===== src/rtl/i2s_slave_rx.sv =====
`default_nettype none
// ============================================================================
// Module      : i2s_slave_rx
// Description : I2S slave receiver. Oversamples the external bit clock, word
//               select and data in the clk domain, recovers left/right words
//               (MSB first, one-bit I2S delay after each word-select change)
//               and presents complete stereo frames on an AXI-Stream style
//               valid/ready output.
// Ports       : clk, rst          - system clock, synchronous active-high reset
//               sclk, lrck, sdi   - asynchronous I2S bit clock, word select, data
//               m_axis_data_lc/rc - left/right sample of the presented frame
//               m_axis_valid/ready- output handshake
//               locked            - framing aligned (left slot seen)
//               overflow          - pulse: completed frame dropped (backpressure)
//               frame_err         - pulse: slot ended before a full word
// Revision    : 1.0 - initial release
// ============================================================================
module i2s_slave_rx #(
    parameter int DATA_WIDTH = 24
) (
    input  logic                  clk,
    input  logic                  rst,
    input  logic                  sclk,
    input  logic                  lrck,
    input  logic                  sdi,
    output logic [DATA_WIDTH-1:0] m_axis_data_lc,
    output logic [DATA_WIDTH-1:0] m_axis_data_rc,
    output logic                  m_axis_valid,
    input  logic                  m_axis_ready,
    output logic                  locked,
    output logic                  overflow,
    output logic                  frame_err
);

    localparam int              CW         = $clog2(DATA_WIDTH + 1);
    localparam logic [CW-1:0]   C_CNT_FULL = CW'(DATA_WIDTH);
    localparam logic [CW-1:0]   C_CNT_LAST = CW'(DATA_WIDTH - 1);

    typedef enum logic [1:0] {
        SYNC_WAIT = 2'd0,
        RX_LEFT   = 2'd1,
        RX_RIGHT  = 2'd2
    } state_t;

    // Synchronizers (sclk has one extra stage for edge detection)
    logic sclk_meta_q, sclk_sync_q, sclk_dly_q;
    logic lrck_meta_q, lrck_sync_q;
    logic sdi_meta_q,  sdi_sync_q;

    // Receive datapath
    state_t                state_q;
    logic                  lrck_prev_q;
    logic [CW-1:0]         cnt_q;
    logic [DATA_WIDTH-1:0] shift_q;
    logic [DATA_WIDTH-1:0] left_hold_q;
    logic                  left_ok_q;

    // Completed-frame pipeline stage feeding the output register
    logic                  frame_q;
    logic [DATA_WIDTH-1:0] frame_lc_q;
    logic [DATA_WIDTH-1:0] frame_rc_q;

    logic                  sclk_rise;
    logic                  lr_chg;
    logic [DATA_WIDTH-1:0] shift_d;

    always_comb begin
        sclk_rise = sclk_sync_q & ~sclk_dly_q;
        lr_chg    = sclk_rise & (lrck_sync_q != lrck_prev_q);
        shift_d   = {shift_q[DATA_WIDTH-2:0], sdi_sync_q};
    end

    always_ff @(posedge clk) begin
        if (rst) begin
            sclk_meta_q <= 1'b0;
            sclk_sync_q <= 1'b0;
            sclk_dly_q  <= 1'b0;
            lrck_meta_q <= 1'b0;
            lrck_sync_q <= 1'b0;
            sdi_meta_q  <= 1'b0;
            sdi_sync_q  <= 1'b0;
            state_q     <= SYNC_WAIT;
            lrck_prev_q <= 1'b0;
            cnt_q       <= '0;
            shift_q     <= '0;
            left_hold_q <= '0;
            left_ok_q   <= 1'b0;
            frame_q     <= 1'b0;
            frame_lc_q  <= '0;
            frame_rc_q  <= '0;
            locked      <= 1'b0;
            frame_err   <= 1'b0;
        end else begin
            sclk_meta_q <= sclk;
            sclk_sync_q <= sclk_meta_q;
            sclk_dly_q  <= sclk_sync_q;
            lrck_meta_q <= lrck;
            lrck_sync_q <= lrck_meta_q;
            sdi_meta_q  <= sdi;
            sdi_sync_q  <= sdi_meta_q;

            frame_q   <= 1'b0;
            frame_err <= 1'b0;

            if (sclk_rise) begin
                lrck_prev_q <= lrck_sync_q;
            end

            if (lr_chg) begin
                // sdi on this rise is the previous word's trailing LSB slot
                cnt_q   <= '0;
                shift_q <= '0;
                if (state_q != SYNC_WAIT && cnt_q < C_CNT_FULL) begin
                    frame_err <= 1'b1;
                    left_ok_q <= 1'b0;
                end
                case (state_q)
                    SYNC_WAIT: if (!lrck_sync_q) begin
                        state_q <= RX_LEFT;
                        locked  <= 1'b1;
                    end
                    RX_LEFT:   if (lrck_sync_q)  state_q <= RX_RIGHT;
                    RX_RIGHT:  if (!lrck_sync_q) state_q <= RX_LEFT;
                    default:   state_q <= SYNC_WAIT;
                endcase
            end else if (sclk_rise && cnt_q < C_CNT_FULL) begin
                // Bits past DATA_WIDTH are slot padding; counter saturates
                shift_q <= shift_d;
                cnt_q   <= cnt_q + CW'(1);
                if (cnt_q == C_CNT_LAST) begin
                    if (state_q == RX_LEFT) begin
                        left_hold_q <= shift_d;
                        left_ok_q   <= 1'b1;
                    end else if (state_q == RX_RIGHT && left_ok_q) begin
                        frame_q    <= 1'b1;
                        frame_lc_q <= left_hold_q;
                        frame_rc_q <= shift_d;
                        left_ok_q  <= 1'b0;
                    end
                end
            end
        end
    end

    // Output register: a new frame may replace the held one only when the
    // held one is absent or being consumed in this same cycle.
    always_ff @(posedge clk) begin
        if (rst) begin
            m_axis_data_lc <= '0;
            m_axis_data_rc <= '0;
            m_axis_valid   <= 1'b0;
            overflow       <= 1'b0;
        end else begin
            overflow <= 1'b0;
            if (frame_q) begin
                if (!m_axis_valid || m_axis_ready) begin
                    m_axis_data_lc <= frame_lc_q;
                    m_axis_data_rc <= frame_rc_q;
                    m_axis_valid   <= 1'b1;
                end else begin
                    overflow <= 1'b1;
                end
            end else if (m_axis_valid && m_axis_ready) begin
                m_axis_valid <= 1'b0;
            end
        end
    end

endmodule
`default_nettype wire


===== config.mk =====
export PLATFORM = sky130hd
export DESIGN_NAME = i2s_slave_rx
export DESIGN_NICKNAME = d
export VERILOG_FILES = /design/src/rtl/i2s_slave_rx.sv
export SDC_FILE = /design/constraint.sdc
export NUM_CORES = 1
export LEC_CHECK = 0
export CAP_MARGIN = 20
export CORE_MARGIN = 2
export CORE_UTILIZATION = 56
export CTS_CLUSTER_SIZE = 25
export DETAILED_ROUTE_END_ITERATION = 12
export PLACE_DENSITY_LB_ADDON = 0.2
export SKIP_LAST_GASP = 1
export SLEW_MARGIN = 20
export SYNTH_ARGS = -nofsm -noshare
export SYNTH_HDL_FRONTEND = slang
export SYNTH_SLANG_ARGS = --single-unit

===== constraint.sdc =====
create_clock -name clk -period 2.1 [get_ports clk]
set_clock_uncertainty 0.2 [all_clocks]
set_input_delay 0.21 -clock clk [delete_from_list [all_inputs] [get_ports clk]]
set_output_delay 0.21 -clock clk [all_outputs]
set_load 0.05 [all_outputs]

==> results_dict.tcl <==
set metrics [dict create \
    required_ps 1690 \
    initial_core_util_pct 56.79 \
    leakage_nw 2.968 \
    worstPathMaxFanout 2 \
    grt_max_degree 116 \
    antenna_found_initial 0 \
    critPathKind "flop to output port" \
    dieArea_sq_um 11110 \
    critical-path-top-delay-family "buffers and inverters" \
    cpMaxStageDelayCell "clkdlybuf4s50_1" \
    syn_inst 710 \
    rows 37 \
    critPathLaunchType "flop" \
    drt_iter0_drc 230 \
    routedWlPerCell_um 13.20 \
    drtPass1Iterations 5 \
    grt_overflow 0 \
    die_y_um 105.4 \
    rr_endpoint "left_hold_q[2]" \
    synth_area_sq_um 5758 \
    htree_levels 4 \
    path_cells "clkdlybuf4s50_1" \
    syn_nets 717 \
    critPathBufInv 1 \
    grt_pass1_vias 4296 \
    wl_um 11880 \
    cts_buffers 17 \
    n_antenna_cell 0 \
    cts_root_buf "clkbuf_8" \
    yosysSeqAreaShare_pct 57.02 \
    drc_errors 0 \
    maxSlewViolCount 0 \
    dp.cells 867 \
    die_w_um 105.4 \
    core_area_sq_um 10140 \
    groute.layer.met3.usage_pct 4.576 \
    holdPathStages 2 \
    ir_drop_mv 0.5691 \
    syn2layout_area_growth_pct 23.40 \
    final_common_cell "nand2_1" \
    setup_viol 0 \
    pin_count 58 \
    layout.nets 758 \
    gp_routability_congestion 0.8487 \
    rsz0062_at_grt "no" \
    antenna_left 0 \
    grt_pass1_wl_um 19620 \
    path_clk_slew_ps 60 \
    drt-vias-per-instance 5.217 \
    grt_busiest_layer "met2" \
    grt_usage_pct 21.82 \
    worstReg2RegStart "cnt_q[0]" \
    clock.fmax_mhz 485.1 \
    min_to "lrck_meta_q" \
    yosys_warnings 0 \
    grtUsageMet2_pct 35.67 \
    layout_min_cycle_time_ps 2061 \
    cts_tree "done" \
    drive_above_1_share_pct 6.414 \
    cts_buffer_depth 2 \
    rrSetupSlack_ps 120 \
    finalCritPeriodShare_pct 98.16 \
    layout_common_cells "nand2_1, dfxtp_1, a21oi_1, dlymetal6s2s_1" \
    status "finished, final reports clean" \
    grt_util_met1_pct 28.03 \
    hpwl_um 7436 \
    cp-end-kind "output port" \
    setup_tns_ps 0 \
    worstMarginPinSlew_ps 538.6 \
    hold_class "input port to flop" \
    slew_headroom_pct 64.04 \
    cp.arrival_ps 1650 \
    io_buffers 57 \
    syn_area_per_cell_sq_um 8.110 \
    hold_viol_final 0 \
    clock-sinks 164 \
    hp-start "lrck" \
    yosysUniqueCellTypes 33 \
    stdcell_count 900 \
    maxCapViolCount 0 \
    reg2reg_depth 5 \
    crit_path_max_incr_delay_ps 800 \
    dr_total_vias 4695 \
    insertion_delay_ps 530 \
    ys_seq_elements 164 \
    p_per_area_nw_per_um2 904.2 \
]
[worst register-to-register path: cells and delay by family (launching register included)]
kind	cells	cell delay (ps)
fa+ha+maj	1	220
compound gates	1	70
flops	1	380
simple gates	3	970
[state kept, by name, summed over array words and instances (netlist names), 2 cells and up]
name	count
frame_lc_q	24
frame_rc_q	24
left_hold_q	24
m_axis_data_lc	24
m_axis_data_rc	24
shift_q	23
cnt_q	5
state_q	2
[cell type report]
type | instances | area [sq um]
repair buffers | 70 | 799.5
clock inverters | 15 | 206.4
inverters | 3 | 11.26
well taps | 136 | 170.2
multi-input cells | 495 | 2221
clock buffers | 17 | 414.1
fillers | 794 | 3033
flip-flops and latches | 164 | 3283
[through the flow]
stage	total power, mW	hold slack, ps	utilization [%]	instance area [sq um]	worst slack (ps)
2_1_floorplan	3.269	138.2	-	5758	167.4
3_3_place_gp	3.293	217.6	63.06	6394	178.5
5_1_grt	6.618	22.20	70.09	7106	1.681
3_5_place_dp	3.296	223.1	63.06	6394	103.3
6_report	6.425	31.56	70.09	7106	38.58
4_1_cts	6.461	15.06	69.22	7018	0.04008
[routing by layer]
metal | up-vias | routed length [um] | share of wire [%]
li1 | 2391 | - | -
met1 | 2158 | 5223 | 44
met2 | 120 | 5875 | 49
met3 | 26 | 550 | 4.6
met4 | 0 | 233 | 2.0
met5 | - | 0 | 0
[where the power goes]
| group | total, mW | leakage (nW) | internal, mW | switching [mW] |
|---|---|---|---|---|
| Combinational | 0.0992 | 1.35 | 0.0297 | 0.0696 |
| Clock | 3.20 | 0.298 | 1.94 | 1.26 |
| Sequential | 3.13 | 1.32 | 3.12 | 0.00751 |
[Yosys cell counts, drive strengths merged]
cell type,count,area [sq um]
or4,1,11.26
nor2b,9,56.30
a211oi,1,7.510
a211o,1,8.760
buf,18,130.1
nand2,295,1107
xor2,2,25.03
a22oi,1,7.510
nor2,6,22.52
nor3,3,15.01
a21oi,152,760.7
clkbuf,30,112.6
xnor2,2,17.52
ha,1,12.51
nand4,2,12.51
nand4b,1,15.01
o21ai,1,5.000
and2,1,6.260
nor4b,1,8.760
o2bb2ai,1,8.760
o31a,1,8.760
nand3,2,10.01
nand2b,6,37.54
and3b,1,8.760
and4b,1,10.01
o31ai,1,7.510
nor4,1,21.27
dfxtp,164,3283
inv,3,11.26
and4,1,8.760
[timing repair]
action,CTS,global route
setup endpoints to repair,5,53
buffers inserted,0,0
hold buffers,1,0
hold endpoints to repair,21,0
resized for setup,5,35
pin swaps,0,1
[how the worst max path moves through the flow]
stage | startpoint | to | slack [ps] | depth (start not counted)
3_5_place_dp | cnt_q[0] | left_hold_q[9] | 100 | 5
3_3_place_gp | cnt_q[0] | left_hold_q[14] | 180 | 5
2_1_floorplan | m_axis_valid | m_axis_data_lc[10] | 170 | 6
5_1_grt | m_axis_data_rc[8] | m_axis_data_rc[8] | 2 | 1
6_report | m_axis_data_rc[3] | m_axis_data_rc[3] | 40 | 1
4_1_cts | m_axis_data_lc[10] | m_axis_data_lc[10] | 0.04 | 1
[kinds of logic (layout without fill, tap and decap cells)]
group	after synthesis	after routing	share of synthesized area, %
flip-flops	164	164	57.02
adder cells (fa/ha/maj)	1	1	0.2173
AO/OA/AOI/OAI	159	159	14.15
AND/OR/NAND/NOR	331	331	23.47
XOR/XNOR	4	4	0.7390
buffers and inverters	51	105	4.411
(Power assumes the default switching activity.)
